**config.mk**
```make
export PLATFORM = sky130hd
export DESIGN_NAME = alu_wb_buffer_flat
export DESIGN_NICKNAME = d
export VERILOG_FILES = /design/src/rtl/alu_wb_buffer_pkg.sv /design/src/rtl/alu_wb_buffer_if.sv /design/src/rtl/alu_wb_buffer_fifo_mem.sv /design/src/rtl/alu_wb_buffer.sv /design/src/flat_wrapper.sv
export SDC_FILE = /design/constraint.sdc
export NUM_CORES = 1
export LEC_CHECK = 0
export CORE_UTILIZATION = 35
export DETAILED_ROUTE_END_ITERATION = 10
export PLACE_DENSITY = 0.51
export SLEW_MARGIN = 20
export SYNTH_ARGS = -nofsm -noshare
export SYNTH_HDL_FRONTEND = slang
export SYNTH_SLANG_ARGS = --single-unit
```
**constraint.sdc**
```tcl
create_clock -name clk -period 3.95 [get_ports clk]
set_input_delay 0.395 -clock clk [delete_from_list [all_inputs] [get_ports clk]]
set_output_delay 0.395 -clock clk [all_outputs]
set_load 0.01 [all_outputs]
```
**src/rtl/alu_wb_buffer_pkg.sv**
```systemverilog
// Shared core configuration and type definitions used by the ALU writeback buffer.
// XLEN comes from the core configuration; the id and entry types are shared across units.
package taiga_config;
  localparam int XLEN = 32;
endpackage

package taiga_types;
  import taiga_config::*;

  localparam int ID_W = 3;

  typedef logic [ID_W-1:0] id_t;

  typedef struct packed {
    id_t             id;
    logic [XLEN-1:0] rd;
  } alu_wb_entry_t;
endpackage

```
**src/rtl/alu_wb_buffer_if.sv**
```systemverilog
// Handshake bundle between the ALU, the result buffer and the writeback arbiter.
// The master modport is the environment (ALU + arbiter); the slave modport is the buffer.
interface alu_wb_if #(
  parameter int XLEN = 32,
  parameter int ID_W = 3
);
  logic            alu_done;
  logic [ID_W-1:0] alu_id;
  logic [XLEN-1:0] alu_rd;
  logic            unit_ready;
  logic            wb_valid;
  logic [ID_W-1:0] wb_id;
  logic [XLEN-1:0] wb_rd;
  logic            wb_ack;

  modport master (
    output alu_done, alu_id, alu_rd, wb_ack,
    input  unit_ready, wb_valid, wb_id, wb_rd
  );

  modport slave (
    input  alu_done, alu_id, alu_rd, wb_ack,
    output unit_ready, wb_valid, wb_id, wb_rd
  );
endinterface

```
**src/rtl/alu_wb_buffer_fifo_mem.sv**
```systemverilog
// Result storage: DEPTH entries, one synchronous write port and one asynchronous read port.
module alu_wb_fifo_mem #(
  parameter int DEPTH = 4,
  parameter int WIDTH = 35,
  parameter int AW    = $clog2(DEPTH)
) (
  input  logic             clk,
  input  logic             we,
  input  logic [AW-1:0]    waddr,
  input  logic [WIDTH-1:0] wdata,
  input  logic [AW-1:0]    raddr,
  output logic [WIDTH-1:0] rdata
);
  logic [WIDTH-1:0] mem [DEPTH];

  // NOTE: storage has no reset; occupancy is tracked by count, so stale contents are never presented as valid.
  always_ff @(posedge clk) begin
    if (we) mem[waddr] <= wdata;
  end

  assign rdata = mem[raddr];
endmodule

```
**src/rtl/alu_wb_buffer.sv**
```systemverilog
// In-order result buffer between the ALU and the writeback arbiter, with flush and a sticky
// overflow flag. Head outputs come straight from storage; a small hold register covers the empty case.
module alu_wb_buffer
  import taiga_types::*;
#(
  parameter int XLEN  = taiga_config::XLEN,
  parameter int ID_W  = taiga_types::ID_W,
  parameter int DEPTH = 4
) (
  input  logic                   clk,
  input  logic                   rst,
  input  logic                   flush,
  alu_wb_if.slave                wb,
  output logic [$clog2(DEPTH):0] count,
  output logic                   overflow_err
);
  localparam int PW = $clog2(DEPTH);
  localparam int CW = PW + 1;

  logic [PW-1:0] wr_ptr;
  logic [PW-1:0] rd_ptr;
  logic          full;
  logic          empty;
  logic          push;
  logic          pop;

  alu_wb_entry_t wr_entry;
  alu_wb_entry_t rd_entry;
  alu_wb_entry_t hold_q;

  // Full is judged on occupancy, never on pointer equality.
  assign full  = (count == CW'(DEPTH));
  assign empty = (count == '0);
  assign push  = wb.alu_done && !full;
  assign pop   = wb.wb_ack && !empty;

  assign wr_entry.id = wb.alu_id;
  assign wr_entry.rd = wb.alu_rd;

  alu_wb_fifo_mem #(
    .DEPTH (DEPTH),
    .WIDTH ($bits(alu_wb_entry_t))
  ) u_mem (
    .clk   (clk),
    .we    (push && !flush),
    .waddr (wr_ptr),
    .wdata (wr_entry),
    .raddr (rd_ptr),
    .rdata (rd_entry)
  );

  // NOTE: all state is updated with non-blocking assignments under an asynchronous active-low reset.
  always_ff @(posedge clk or negedge rst) begin
    if (!rst) begin
      wr_ptr       <= '0;
      rd_ptr       <= '0;
      count        <= '0;
      hold_q       <= '0;
      overflow_err <= 1'b0;
    end else begin
      // Any attempted push into a full buffer is a protocol error, independent of pop or flush.
      if (wb.alu_done && full) overflow_err <= 1'b1;

      if (flush) begin
        wr_ptr <= '0;
        rd_ptr <= '0;
        count  <= '0;
        if (!empty) hold_q <= rd_entry;
      end else begin
        if (push) wr_ptr <= wr_ptr + PW'(1);
        if (pop) begin
          rd_ptr <= rd_ptr + PW'(1);
          hold_q <= rd_entry;
        end
        unique case ({push, pop})
          2'b10:   count <= count + CW'(1);
          2'b01:   count <= count - CW'(1);
          default: count <= count;
        endcase
      end
    end
  end

  assign wb.unit_ready = !full;
  assign wb.wb_valid   = !empty;
  assign wb.wb_id      = empty ? hold_q.id : rd_entry.id;
  assign wb.wb_rd      = empty ? hold_q.rd : rd_entry.rd;
endmodule

```
**src/flat_wrapper.sv**
```systemverilog
// flat-port wrapper written by rule: the top's interface ports become plain ports
module alu_wb_buffer_flat import taiga_types::*;
#(
  parameter int XLEN  = taiga_config::XLEN,
  parameter int ID_W  = taiga_types::ID_W,
  parameter int DEPTH = 4
)
  (clk, rst, flush, count, overflow_err, wb_alu_done, wb_alu_id, wb_alu_rd, wb_wb_ack, wb_unit_ready, wb_wb_valid, wb_wb_id, wb_wb_rd);
  alu_wb_if #(.XLEN(XLEN), .ID_W(ID_W)) wb_i ();
  input  logic clk;
  input  logic rst;
  input  logic flush;
  output logic [$clog2(DEPTH):0] count;
  output logic overflow_err;
  input wire logic [$bits(wb_i.alu_done)-1:0] wb_alu_done;
  input wire logic [$bits(wb_i.alu_id)-1:0] wb_alu_id;
  input wire logic [$bits(wb_i.alu_rd)-1:0] wb_alu_rd;
  input wire logic [$bits(wb_i.wb_ack)-1:0] wb_wb_ack;
  output wire logic [$bits(wb_i.unit_ready)-1:0] wb_unit_ready;
  output wire logic [$bits(wb_i.wb_valid)-1:0] wb_wb_valid;
  output wire logic [$bits(wb_i.wb_id)-1:0] wb_wb_id;
  output wire logic [$bits(wb_i.wb_rd)-1:0] wb_wb_rd;
  assign wb_i.alu_done = wb_alu_done;
  assign wb_i.alu_id = wb_alu_id;
  assign wb_i.alu_rd = wb_alu_rd;
  assign wb_i.wb_ack = wb_wb_ack;
  assign wb_unit_ready = wb_i.unit_ready;
  assign wb_wb_valid = wb_i.wb_valid;
  assign wb_wb_id = wb_i.wb_id;
  assign wb_wb_rd = wb_i.wb_rd;
  alu_wb_buffer #(.XLEN(XLEN), .ID_W(ID_W), .DEPTH(DEPTH)) u_core (.clk(clk), .rst(rst), .flush(flush), .wb(wb_i), .count(count), .overflow_err(overflow_err));
endmodule
```
# ---- Word-level counts from Yosys, hierarchy flattened
# Memories as Yosys holds them, arrays and structs flattened.
# Index checks and enable logic that the tools add are counted.
dict set report word_totals {
  ramBits 140
  regBits 43
  latch_bits 0
  mem_bits_ro 0
  n_memories 1
  output_inout_bits 41
  inputBits 40
  elab_cells 40
}
dict set report op_classes {
  shift 0
  order_cmp 0
  mul 0
  mux 13
  addsub 4
  bitwise_logic 0
  eq_ne 4
  div 0
  reduce_logical 12
}
# name depth word_bits rd rd_ports_with_merged_regs wr line
set mem_list {}
lappend mem_list {u_core.u_mem.mem 4 35 1 0 1 alu_wb_buffer_fifo_mem.sv:14} ;# logic [WIDTH-1:0] mem [DEPTH];
# op count
set op_table {}
lappend op_table {{two-way mux 35 bit} 3}
lappend op_table {{two-way mux 32 bit} 1}
lappend op_table {{two-way mux 2 bit} 4}
lappend op_table {{two-way mux 3 bit} 2}
lappend op_table {{case mux 3 bit (2 select lines)} 1}
lappend op_table {{adder 2 x 1 -> 2 bit (second input constant)} 2}
lappend op_table {{logical AND 1 bit} 4}
lappend op_table {{nonzero test 2 bit} 2}
lappend op_table {{adder 3 x 1 -> 3 bit (second input constant)} 1}
lappend op_table {{equality test 3 bit (second input constant)} 1}
lappend op_table {{zero test 1 bit} 3}
lappend op_table {{zero test 3 bit} 1}
lappend op_table {{nonzero test 3 bit} 1}
lappend op_table {{subtractor 3 x 1 -> 3 bit (second input constant)} 1}
lappend op_table {{equality test 2 x 1 -> 1 bit (second input constant)} 1}
lappend op_table {{equality test 2 bit (second input constant)} 1}
lappend op_table {{two-way mux 1 bit} 2}
lappend op_table {{inequality test 2 bit (second input constant)} 1}
lappend op_table {{AND reduction 2 bit} 1}

# ---- Depth between registers and ports, before layout
# Gate-level depths: netlist of run 1.
dict set report depth {
  word_depth 6
  ltp_mapped 8
}

# ---- Modules after synthesis
# Synthesis of run 1 repeated with hierarchy kept, for this count alone.
dict set report hier_totals {
  hier_cells 432
  area_unflattened_um2 7404.6
}
# module cells_per_inst area_per_inst_um2 instances
set modules_own_cells {}
lappend modules_own_cells {alu_wb_fifo_mem 187 5133.7 1}
lappend modules_own_cells {alu_wb_buffer 245 2270.9 1}

# ---- Worst setup path after synthesis of run 1
# No wires, ideal clock.
dict set report synth_timing {
  path_type {register to register}
  start {register u_core.count[2]}
  end {register u_core.count[2]}
  path_slack_ns 1.447
  path_stages_with_launch 9
  setup_ns 0.083
  required_time_ns 3.867
  arrival_time_ns 2.420
  n_path_buf 2
  path_cell_list {dfrtp_1 or3_4 buf_6 buf_6 and3_2 fa_1 and3b_1 a311o_1 a31oi_1}
}
dict set report synth_via {
  elab_chain_len 6
  word_cells_on_any_way 13
  classes_between {2 x add/sub; 3 x eq/ne; 2 x mux; 6 x reduce/logical}
}
# item line
set synth_lines {}
lappend synth_lines {{start: declaration} alu_wb_buffer.sv:14} ;# output logic [$clog2(DEPTH):0] count,
lappend synth_lines {{start signal: assignment} alu_wb_buffer.sv:76} ;# 2'b10: count <= count + CW'(1);
lappend synth_lines {{start signal: assignment} alu_wb_buffer.sv:77} ;# 2'b01: count <= count - CW'(1);
lappend synth_lines {{start signal: assignment} alu_wb_buffer.sv:78} ;# default: count <= count;
lappend synth_lines {{zero test 3 bit (*)} alu_wb_buffer.sv:33} ;# assign empty = (count == '0);
lappend synth_lines {{zero test 1 bit (*)} --}
lappend synth_lines {{named net wb_wb_valid} flat_wrapper.sv:20} ;# output wire logic [$bits(wb_i.wb_valid)-1:0] wb_wb_valid;
lappend synth_lines {{logical AND 1 bit (*)} alu_wb_buffer.sv:35} ;# assign pop = wb.wb_ack && !empty;
lappend synth_lines {{equality test 2 x 1 -> 1 bit or equality test 2 bit (tied branches)} alu_wb_buffer.sv:75} ;# unique case ({push, pop})
lappend synth_lines {{case mux 3 bit (2 select lines)} alu_wb_buffer.sv:75}
lappend synth_lines {{two-way mux 3 bit} alu_wb_buffer.sv:64} ;# if (flush) begin
# The timed path passes the listed nets; every way through them passes the cells marked *.
# A chain may end at the register's enable or synchronous reset.

# ---- Worst setup path in the final report of run 1
dict set report layout_timing {
  start {register u_core.rd_ptr[1]}
  end {output port wb_wb_rd[12]}
}
dict set report layout_via {
  elab_chain_len 2
}
# item line
set layout_lines {}
lappend layout_lines {{start: declaration} alu_wb_buffer.sv:21} ;# logic [PW-1:0] rd_ptr;
lappend layout_lines {{start signal: assignment} alu_wb_buffer.sv:72} ;# rd_ptr <= rd_ptr + PW'(1);
lappend layout_lines {{memory (4 x 35 bit)} --}
lappend layout_lines {{two-way mux 32 bit} alu_wb_buffer.sv:87} ;# assign wb.wb_rd = empty ? hold_q.rd : rd_entry.rd;
lappend layout_lines {{end: declaration} flat_wrapper.sv:22} ;# output wire logic [$bits(wb_i.wb_rd)-1:0] wb_wb_rd;
# Every way passes these cells.

==> metrics.csv, run 1 <==
stage,metric,value,unit
status,status,finished clean,
final_layout,most frequent cells in the layout,"edfxtp_1, clkdlybuf4s50_1, mux2_2, dfrtp_1, mux4_2",
grt,met3 Use GR,0.0291,
timing,slew margin rel.,0.323,
placement,GP Congestion,0.709,
floorplan,Core Region,21000,sq um
floorplan,die area,22100,sq um
critical_path,CP Class,reg2out,
floorplan,Die Ht,149,um
placement,post-DP HPWL,8440,um
grt,wire length of the first global-routing pass,22200,um
floorplan,Initial Util,0.358,
final_layout,# diodes,0,
routing,DRC,0,
grt,Top Usage Layer GRT,met2,
clock_network,"CTS clk-pin slew, worst paths",70,ps
flow_run,Max Cap Violations,0,
final_layout,share of layout cells above drive strength 1,0.327,
critical_path,Setup crit start kind,flip-flop,
grt,global-route track usage on met2,0.233,
routing,DRT antenna net count,0,
timing,Hold Slack,72.1,ps
clock_network,CTS H-tree depth,4,
critical_path,CP max FO,36,
final_layout,synth-to-layout area growth,21.3,%
floorplan,IO Count,81,
floorplan,# rows,53,
clock_network,CTS tree,built,
routing,Via Count,3594,
routing,initial detailed-routing violation count,172,
critical_path,Worst Reg2Reg Path Length in Cells,6,
clock_network,# resized after CTS,0,
routing,Pre-antenna DRT Iters,4,
synthesis,Cells after Synth,364,
routing,vias per std cell,4.88,
routing,final wirelength,14000,um
clock_network,worst skew pair latency,420,ps
critical_path,"Arr. time, crit path",2690,ps
synthesis,synthesized area,7530,sq um
timing,Setup TNS,0,ps
clock_network,cts bufs inserted,17,
grt,antenna violations before repair,0,
final_layout,"commonest non-fill, non-tap cell in the layout",edfxtp_1,
synthesis,Synth Register Bits,183,
hold_path,min-delay worst type,in2async,
timing,final hold violation count,0,
placement,port bufs,80,
clock_network,cts hold-fix bufs,0,
synthesis,sequential-to-total area share from yosys stat,0.702,
critical_path,Crit. End Element,primary output,
final_layout,fin util,0.434,
pwr,PD cells,618,nW/um^2
timing,Fmax,0.324,GHz
clock_network,Setup Buffers After CTS,0,
synthesis,Syn Nets,409,
timing,fin crit share,0.781,
pwr,leak pwr,0.00312,uW
timing,crit path time final,3080,ps
timing,Max Slew Vio Count,0,
grt,vias in the first global route,3888,
timing,worst slew pin tran,1020,ps
critical_path,critical path required time,3560,ps
timing,Clock Skew,11.2,ps
grt,largest net degree at the start of global routing,44,
synthesis,synthesized area per cell,20.7,sq um
grt,GRT Overall Usage,0.136,
timing,RSZ-0062 raised after global routing,no,
synthesis,count of cell types in the netlist,38,
routing,WL/cell,19.0,um
floorplan,Die X-Extent,149,um
pwr,maximum VDD drop,0.000242,V
clock_network,Clock Path Buffers,2,
clock_network,Sinks on Clock Net,183,
clock_network,CTS Root Buffer Type,clkbuf_16,
final_layout,fin nets,494,
synthesis,Synth Warn #,0,
grt,GR Layer Usage met1,0.173,
timing,Final setup viols,0,
grt,GR Overflow Total,0,
-- layer usage --
metal | part of all wire | wire [um]
met3 | 0.027 | 372
met2 | 0.52 | 7300
met1 | 0.44 | 6240
met5 | 0 | 0
met4 | 0.0081 | 114
-- final timing paths --
kind / end / start / slack, ps
worst max-delay path: wb_wb_rd[12] / u_core.rd_ptr[1] / 870
worst min register to register: u_core.overflow_err / u_core.overflow_err / 460
worst max register to register: u_core.count[2] / u_core.count[1] / 1150
max in group asynchronous: u_core.rd_ptr[1] / rst / 3410
min in group clk: u_core.overflow_err / u_core.overflow_err / 460
worst min-delay path: u_core.hold_q[18] / rst / 70
-- layout make-up --
class	instances	area, sq um
Clock inverter	11	128
Clock buffer	21	440
Fill cell	1812	11900
Sequential cell	183	5280
Timing Repair Buffer	86	853
Inverter	6	22.5
Multi-Input combinational cell	155	2060
Tap cell	275	344
-- sequential cells by signal, indices dropped and copies added, names as in the netlist --
name,cells
u_core.count,3
u_core.hold_q,35
u_core.overflow_err,1
u_core.u_mem.mem,140
u_core.rd_ptr,2
u_core.wr_ptr,2
-- worst max-delay path, stage by stage, from the launching register on --
cell and delay [ps]:
dfrtp_2 1020, mux4_2 460, mux2_4 280, clkdlybuf4s50_1 480
-- cell usage after synthesis --
cell / instances / area share
buf_8: 2 / 0.0040
a21o_1: 1 / 0.0010
a2111oi_0: 1 / 0.0012
mux2_4: 28 / 0.056
o311ai_0: 1 / 0.0012
nand3_1: 4 / 0.0027
or3_2: 1 / 0.0010
edfxtp_1: 140 / 0.56
fa_1: 1 / 0.0027
o21ai_0: 5 / 0.0033
and3b_1: 1 / 0.0012
and2_2: 1 / 0.0010
xnor2_1: 1 / 0.0012
a211oi_1: 1 / 0.0010
inv_1: 6 / 0.0030
mux2_2: 42 / 0.063
a311o_1: 1 / 0.0013
mux4_2: 35 / 0.10
nor3_1: 1 / 0.00066
o211ai_1: 1 / 0.0010
buf_2: 6 / 0.0040
nor2_1: 7 / 0.0035
o2111ai_1: 1 / 0.0012
dfrtp_1: 43 / 0.14
o31ai_1: 1 / 0.0010
and3_2: 1 / 0.0010
ha_1: 4 / 0.0067
xor2_1: 2 / 0.0023
nand3b_1: 1 / 0.0010
o41ai_1: 1 / 0.0012
a21oi_1: 2 / 0.0013
or3_4: 1 / 0.0015
buf_6: 9 / 0.013
a31oi_1: 2 / 0.0017
nor3b_1: 1 / 0.0010
and2_1: 4 / 0.0033
clkbuf_1: 3 / 0.0015
o21ai_4: 1 / 0.0022
-- cell families (layout without fill, tap and decap cells) --
group / Yosys count / in the layout / share of synthesized area
compound gates: 19 / 19 / 0.0185
xor+xnor: 3 / 3 / 0.00349
fa+ha+maj: 5 / 5 / 0.00931
buf+inv: 26 / 124 / 0.0259
flops: 183 / 183 / 0.702
mux: 105 / 105 / 0.223
simple gates: 23 / 23 / 0.0178
-- report_power, final --
| group | leakage, uW | internal (uW) | switching (uW) |
|---|---|---|---|
| clock | 0.000268 | 935 | 696 |
| sequential | 0.00179 | 2320 | 127 |
| combinational | 0.00106 | 987 | 575 |
-- stage by stage --
stage	cells	instance area, sq um	total power [uW]	setup slack, ps
after global placement	705	8560	4060	1060
after CTS	737	9130	5720	797
after detailed placement	705	8560	4080	961
after global routing	737	9130	5890	704
final	737	9130	5640	866
after floorplan	364	7530	3450	1450
Power figures use the tool's default switching activity.
==> inputs of run 2 (changes only) <==
==> constraint.sdc (replaced) <==
create_clock -name clk -period 3.19 [get_ports clk]
set_input_delay 0.319 -clock clk [delete_from_list [all_inputs] [get_ports clk]]
set_output_delay 0.319 -clock clk [all_outputs]
set_load 0.01 [all_outputs]
==> run 2 against run 1 <==
- final cell count grew 1.5%
- die area is the same
- final area grew 1.7%
- combinational power grew 27%
- register-to-register slack lost 810 ps
- first-iteration DRC count shrank 15%
- critical path depth grew 1
- sequential power grew 23%
- global-route usage grew 0.31 points
- total power grew 25%
- via count grew 1.4%
- sequential cell count is the same
- critical endpoint is now wb_wb_rd[10]
==> metrics.csv, run 2 (synthesis gave the netlist of run 1 again) <==
stage,metric,value,unit,change
pwr,maximum VDD drop,0.000345,V,+43%
floorplan,# rows,53,,unchanged
timing,Hold Slack,397,ps,+324 ps
critical_path,CP Class,reg2out,,
floorplan,Die X-Extent,149,um,unchanged
pwr,leak pwr,0.00319,uW,+2.3%
clock_network,worst skew pair latency,430,ps,about the same
final_layout,Layout fillers,1815,,+0.17%
timing,Max Slew Vio Count,0,,unchanged
critical_path,Crit. End Element,primary output,,
final_layout,# diodes,0,,unchanged
floorplan,Core Region,21000,sq um,unchanged
routing,DRC,0,,unchanged
routing,Via Count,3646,,+1.4%
routing,WL/cell,19.4,um,+1.8%
final_layout,number of flip-flops in the largest register,140,,unchanged
final_layout,fin cells,748,,+1.5%
grt,GR Overflow Total,0,,unchanged
timing,final hold violation count,0,,unchanged
grt,GRT Overall Usage,0.140,,+0.00313
critical_path,slowest CP cell,or3_4,,
clock_network,CTS H-tree depth,4,,unchanged
routing,initial detailed-routing violation count,146,,-15%
clock_network,cts bufs inserted,17,,unchanged
grt,vias in the first global route,3780,,-2.8%
floorplan,Initial Util,0.358,,unchanged
grt,antenna violations before repair,0,,unchanged
timing,worst slew pin tran,620,ps,-395 ps
clock_network,# resized after CTS,0,,unchanged
final_layout,synth-to-layout area growth,23.3,%,
placement,Placed Cells incl. Taps,714,,+1.3%
placement,GP Congestion,0.733,,+3.3%
pwr,PD cells,760,nW/um^2,+23%
critical_path,crit-path cells,or3_4 > buf_4 > mux2_4 > clkdlybuf4s50_1,,
final_layout,most frequent cells in the layout,"edfxtp_1, clkdlybuf4s50_1, mux2_2, dfrtp_1, mux4_2",,
routing,vias per std cell,4.87,,about the same
grt,largest net degree at the start of global routing,26,,-41%
clock_network,CTS Root Buffer Type,clkbuf_16,,
critical_path,CP max FO,15,,-58%
final_layout,Reg with most FFs,u_core.u_mem.mem,,
timing,crit path time final,2960,ps,
floorplan,IO Count,81,,unchanged
critical_path,Setup crit start kind,flip-flop,,
floorplan,Die Ht,149,um,unchanged
floorplan,die area,22100,sq um,unchanged
routing,Pre-antenna DRT Iters,4,,unchanged
final_layout,"commonest non-fill, non-tap cell in the layout",edfxtp_1,,
timing,Final setup viols,0,,unchanged
final_layout,Multi-input gate area,2060,sq um,+0.37%
timing,Clock Skew,9.46,ps,-1.76 ps
timing,RSZ-0062 raised after global routing,no,,
grt,wire length of the first global-routing pass,22000,um,-0.84%
timing,fin crit share,0.928,,
placement,post-DP HPWL,8820,um,+4.4%
clock_network,"CTS clk-pin slew, worst paths",70,ps,about the same
placement,port bufs,80,,unchanged
timing,Setup TNS,0,ps,unchanged
flow_run,Max Cap Violations,0,,unchanged
final_layout,largest registers,"u_core.u_mem.mem (140), u_core.hold_q (35), u_core.count (3)",,
clock_network,CTS tree,built,,
critical_path,"Arr. time, crit path",2640,ps,-50 ps
clock_network,Sinks on Clock Net,183,,unchanged
final_layout,post-route cell area,9280,sq um,+1.7%
final_layout,share of layout cells above drive strength 1,0.342,,+0.0157
final_layout,Reg area,5280,sq um,unchanged
hold_path,min-delay worst type,in2async,,
placement,DP Area,8680,sq um,+1.4%
timing,Fmax,0.338,GHz,
routing,DRT antenna net count,0,,unchanged
status,status,finished clean,,
routing,final wirelength,14500,um,+3.3%
final_layout,fin nets,505,,+2.2%
final_layout,fin util,0.441,,+0.00726
clock_network,Clock Path Buffers,2,,unchanged
critical_path,slowest cell delay on critical path,600,ps,-420 ps
timing,slew margin rel.,0.586,,+0.262
critical_path,critical path required time,2870,ps,-690 ps
[run 2: report_power, final]
| group | total (uW) | internal [uW] | switching (uW) |
|---|---|---|---|
| registers | 3010 | 2870 | 145 |
| logic | 1980 | 1240 | 744 |
| clock network | 2050 | 1200 | 853 |
[run 2: critical path: cells and delay by family (launching register included)]
kind / cells / cell delay, ps
and+or+nand+nor: 1 / 600
DFF: 1 / 560
muxes: 1 / 310
buffers and inverters: 2 / 740
[run 2: path summary, 6_finish.rpt]
check / start / end / slack, ps / cells past startpoint
setup reg to reg: u_core.count[0] / u_core.count[2] / 340 / 6
max in group asynchronous: rst / u_core.rd_ptr[1] / 1970 / 3
hold / removal: rst / u_core.hold_q[15] / 400 / 2
min in group clk: u_core.overflow_err / u_core.overflow_err / 450 / 1
setup / recovery: u_core.count[0] / wb_wb_rd[10] / 230 / 4
hold reg to reg: u_core.overflow_err / u_core.overflow_err / 450 / 1
[run 2: final cells by class]
cell class,instances,area share
Tap cell,275,0.0371
Inverter,6,0.00243
Sequential cell,183,0.569
Clock buffer,22,0.0500
Clock inverter,10,0.0131
Timing Repair Buffer,96,0.106
Multi-Input combinational cell,156,0.222
[run 2: repair_timing]
item / CTS / global route
setup buffers: 0 / 0
endpoints found under the setup margin: 0 / 4
endpoints found under the hold margin: 18 / 0
hold buffers: 1 / 0
[run 2: metrics by stage]
step                setup slack [ps]  total power [uW]
finish                           229              7050
global route                     124              7390
CTS                             40.6              7150
detailed placement               512              5080
global placement                 575              5050
floorplan                        687              4270
[run 2: metal layers]
metal / GRT usage / wire [um] / vias to the layer above
met5: 0 / 0 / -
met4: 0.0464 / 157 / 0
met3: 0.0359 / 545 / 13
met2: 0.236 / 7560 / 70
met1: 0.173 / 6220 / 1913
li1: - / - / 1650
==> inputs of run 3 (changes only) <==
--- a/config.mk
+++ b/config.mk
@@ -5,9 +5,11 @@
 export SDC_FILE = /design/constraint.sdc
 export NUM_CORES = 1
 export LEC_CHECK = 0
+export CORE_MARGIN = 2
 export CORE_UTILIZATION = 35
 export DETAILED_ROUTE_END_ITERATION = 10
 export PLACE_DENSITY = 0.51
+export SKIP_CTS_REPAIR_TIMING = 1
 export SLEW_MARGIN = 20
 export SYNTH_ARGS = -nofsm -noshare
 export SYNTH_HDL_FRONTEND = slang
==> run 3 against run 2 <==
- critical path depth is the same
- register-to-register slack gained 270 ps
- combinational power hardly changed
- wire length up 2.3%
- non-clock buffer count grew 2
- critical endpoint is now wb_wb_rd[4]
==> metrics.csv, run 3 (synthesis gave the netlist of run 1 again) <==
stage,metric,value,unit,change
timing,Max Slew Vio Count,0,,unchanged
routing,vias per std cell,4.90,,+0.61%
floorplan,Core Region,21100,sq um,+0.32%
pwr,maximum VDD drop,0.000366,V,+6.2%
clock_network,Sinks on Clock Net,183,,unchanged
status,status,finished clean,,
routing,Pre-antenna DRT Iters,4,,unchanged
flow_run,Max Cap Violations,0,,unchanged
grt,global-route track usage on met2,0.237,,+0.000597
floorplan,die area,22700,sq um,+2.7%
critical_path,slowest CP cell,dfrtp_1,,
critical_path,Crit. Startpoint,u_core.count[0],,
clock_network,CTS H-tree depth,4,,unchanged
final_layout,Multi-input gate area,2060,sq um,-0.36%
final_layout,Layout fillers,1840,,+1.4%
grt,Top Usage Layer GRT,met2,,
grt,antenna violations before repair,0,,unchanged
placement,post-DP HPWL,8960,um,+1.6%
timing,Setup TNS,0,ps,unchanged
critical_path,"Arr. time, crit path",2650,ps,about the same
hold_path,min-delay worst type,in2async,,
final_layout,synth-to-layout area growth,23.0,%,
routing,DRT antenna net count,0,,unchanged
clock_network,cts bufs inserted,17,,unchanged
critical_path,critical path required time,2870,ps,about the same
critical_path,CP max FO,14,,-1
timing,Final setup viols,0,,unchanged
final_layout,largest registers,"u_core.u_mem.mem (140), u_core.hold_q (35), u_core.count (3)",,
critical_path,R2R Setup Slk,610,ps,+270 ps
placement,Placed Cells incl. Taps,717,,+0.42%
clock_network,CTS Root Buffer Type,clkbuf_16,,
final_layout,# diodes,0,,unchanged
timing,RSZ-0062 raised after global routing,no,,
floorplan,Initial Util,0.357,,-0.00113
critical_path,crit-path cells,or3_4 > buf_4 > mux2_2 > clkdlybuf4s50_1,,
grt,GR Overflow Total,0,,unchanged
critical_path,Setup crit start kind,flip-flop,,
timing,fin crit share,0.932,,+0.00344
floorplan,IO Count,81,,unchanged
timing,Fmax,0.336,GHz,-0.37%
timing,Clock Skew,9.16,ps,-0.299 ps
final_layout,share of layout cells above drive strength 1,0.348,,+0.00561
grt,GRT Overall Usage,0.139,,-0.000390
critical_path,Crit. End Element,primary output,,
timing,crit path time final,2970,ps,+11.0 ps
critical_path,Worst R2R Start,u_core.count[1],,
routing,final wirelength,14800,um,+2.3%
floorplan,Die Ht,151,um,+1.3%
clock_network,worst skew pair latency,420,ps,about the same
final_layout,"commonest non-fill, non-tap cell in the layout",edfxtp_1,,
final_layout,fin cells,749,,+0.13%
placement,port bufs,80,,unchanged
grt,GR Layer Usage met1,0.174,,+0.000692
timing,Hold Slack,60.1,ps,-337 ps
placement,GP Congestion,0.675,,-7.9%
timing,slew margin rel.,0.349,,-0.237
grt,largest net degree at the start of global routing,36,,+38%
clock_network,"CTS clk-pin slew, worst paths",70,ps,about the same
final_layout,Reg area,5280,sq um,unchanged
clock_network,Clock Path Buffers,2,,unchanged
routing,WL/cell,19.8,um,+2.2%
pwr,Total Power,7150,uW,+1.5%
timing,worst slew pin tran,977,ps,+356 ps
routing,initial detailed-routing violation count,165,,+13%
pwr,leak pwr,0.00321,uW,+0.61%
grt,met3 Use GR,0.0273,,-0.00862
critical_path,CP Class,reg2out,,
clock_network,CTS tree,built,,
final_layout,Reg with most FFs,u_core.u_mem.mem,,
critical_path,slowest cell delay on critical path,630,ps,+30 ps
final_layout,fin nets,506,,+0.20%
grt,wire length of the first global-routing pass,22700,um,+3.2%
floorplan,# rows,53,,unchanged
floorplan,Die X-Extent,151,um,+1.3%
timing,final hold violation count,0,,unchanged
grt,vias in the first global route,3999,,+5.8%
routing,Via Count,3673,,+0.74%
final_layout,most frequent cells in the layout,"edfxtp_1, clkdlybuf4s50_1, mux2_2, dfrtp_1, mux4_2",,
pwr,PD cells,773,nW/um^2,+1.7%
routing,DRC,0,,unchanged
final_layout,fin util,0.439,,-0.00234
final_layout,number of flip-flops in the largest register,140,,unchanged
run 3: changes by cell type in the layout (fill, tap and decap cells not counted):
cell / before / now
buf_12: 5 / 1
dlygate4sd3_1: 1 / 0
or3_2: 2 / 1
clkbuf_8: 2 / 1
inv_6: 1 / 5
clkbuf_1: 3 / 2
buf_4: 10 / 17
clkinvlp_4: 4 / 1
bufinv_16: 2 / 3
run 3: per-layer routing:
metal / up-vias / share of wire
met5: - / 0
met4: 0 / 0.018
met3: 16 / 0.025
met2: 62 / 0.52
met1: 1942 / 0.43
li1: 1653 / -
run 3: per-stage QoR:
stage	setup slack (ps)	cell area, sq um
floorplan	687	7530
global placement	660	8650
detailed placement	613	8650
CTS	156	9260
global route	60.2	9260
finish	218	9260
run 3: where the power goes:
group	internal [uW]	switching, uW	leakage, uW
combinational	1230	754	0.00112
sequential	2870	147	0.00179
clock	1270	883	0.000296
run 3: path summary, 6_finish.rpt:
kind,to,depth (start not counted)
setup / recovery,wb_wb_rd[4],4
hold / removal,u_core.hold_q[2],1
setup reg to reg,u_core.count[2],6
hold reg to reg,u_core.overflow_err,1
max in group asynchronous,u_core.hold_q[16],2
min in group clk,u_core.overflow_err,1
run 3: worst max-delay path: cells and delay by family (launching register included):
kind | cells | cell delay (ps)
flops | 1 | 630
simple gates | 1 | 400
buf+inv | 2 | 820
mux | 1 | 380
run 3: cell type report:
cell class,instances,area share
Tap cell,275,0.0372
Multi-Input combinational cell,155,0.222
Timing Repair Buffer,98,0.102
Clock buffer,20,0.0482
Sequential cell,183,0.571
Inverter,6,0.00243
Clock inverter,12,0.0177
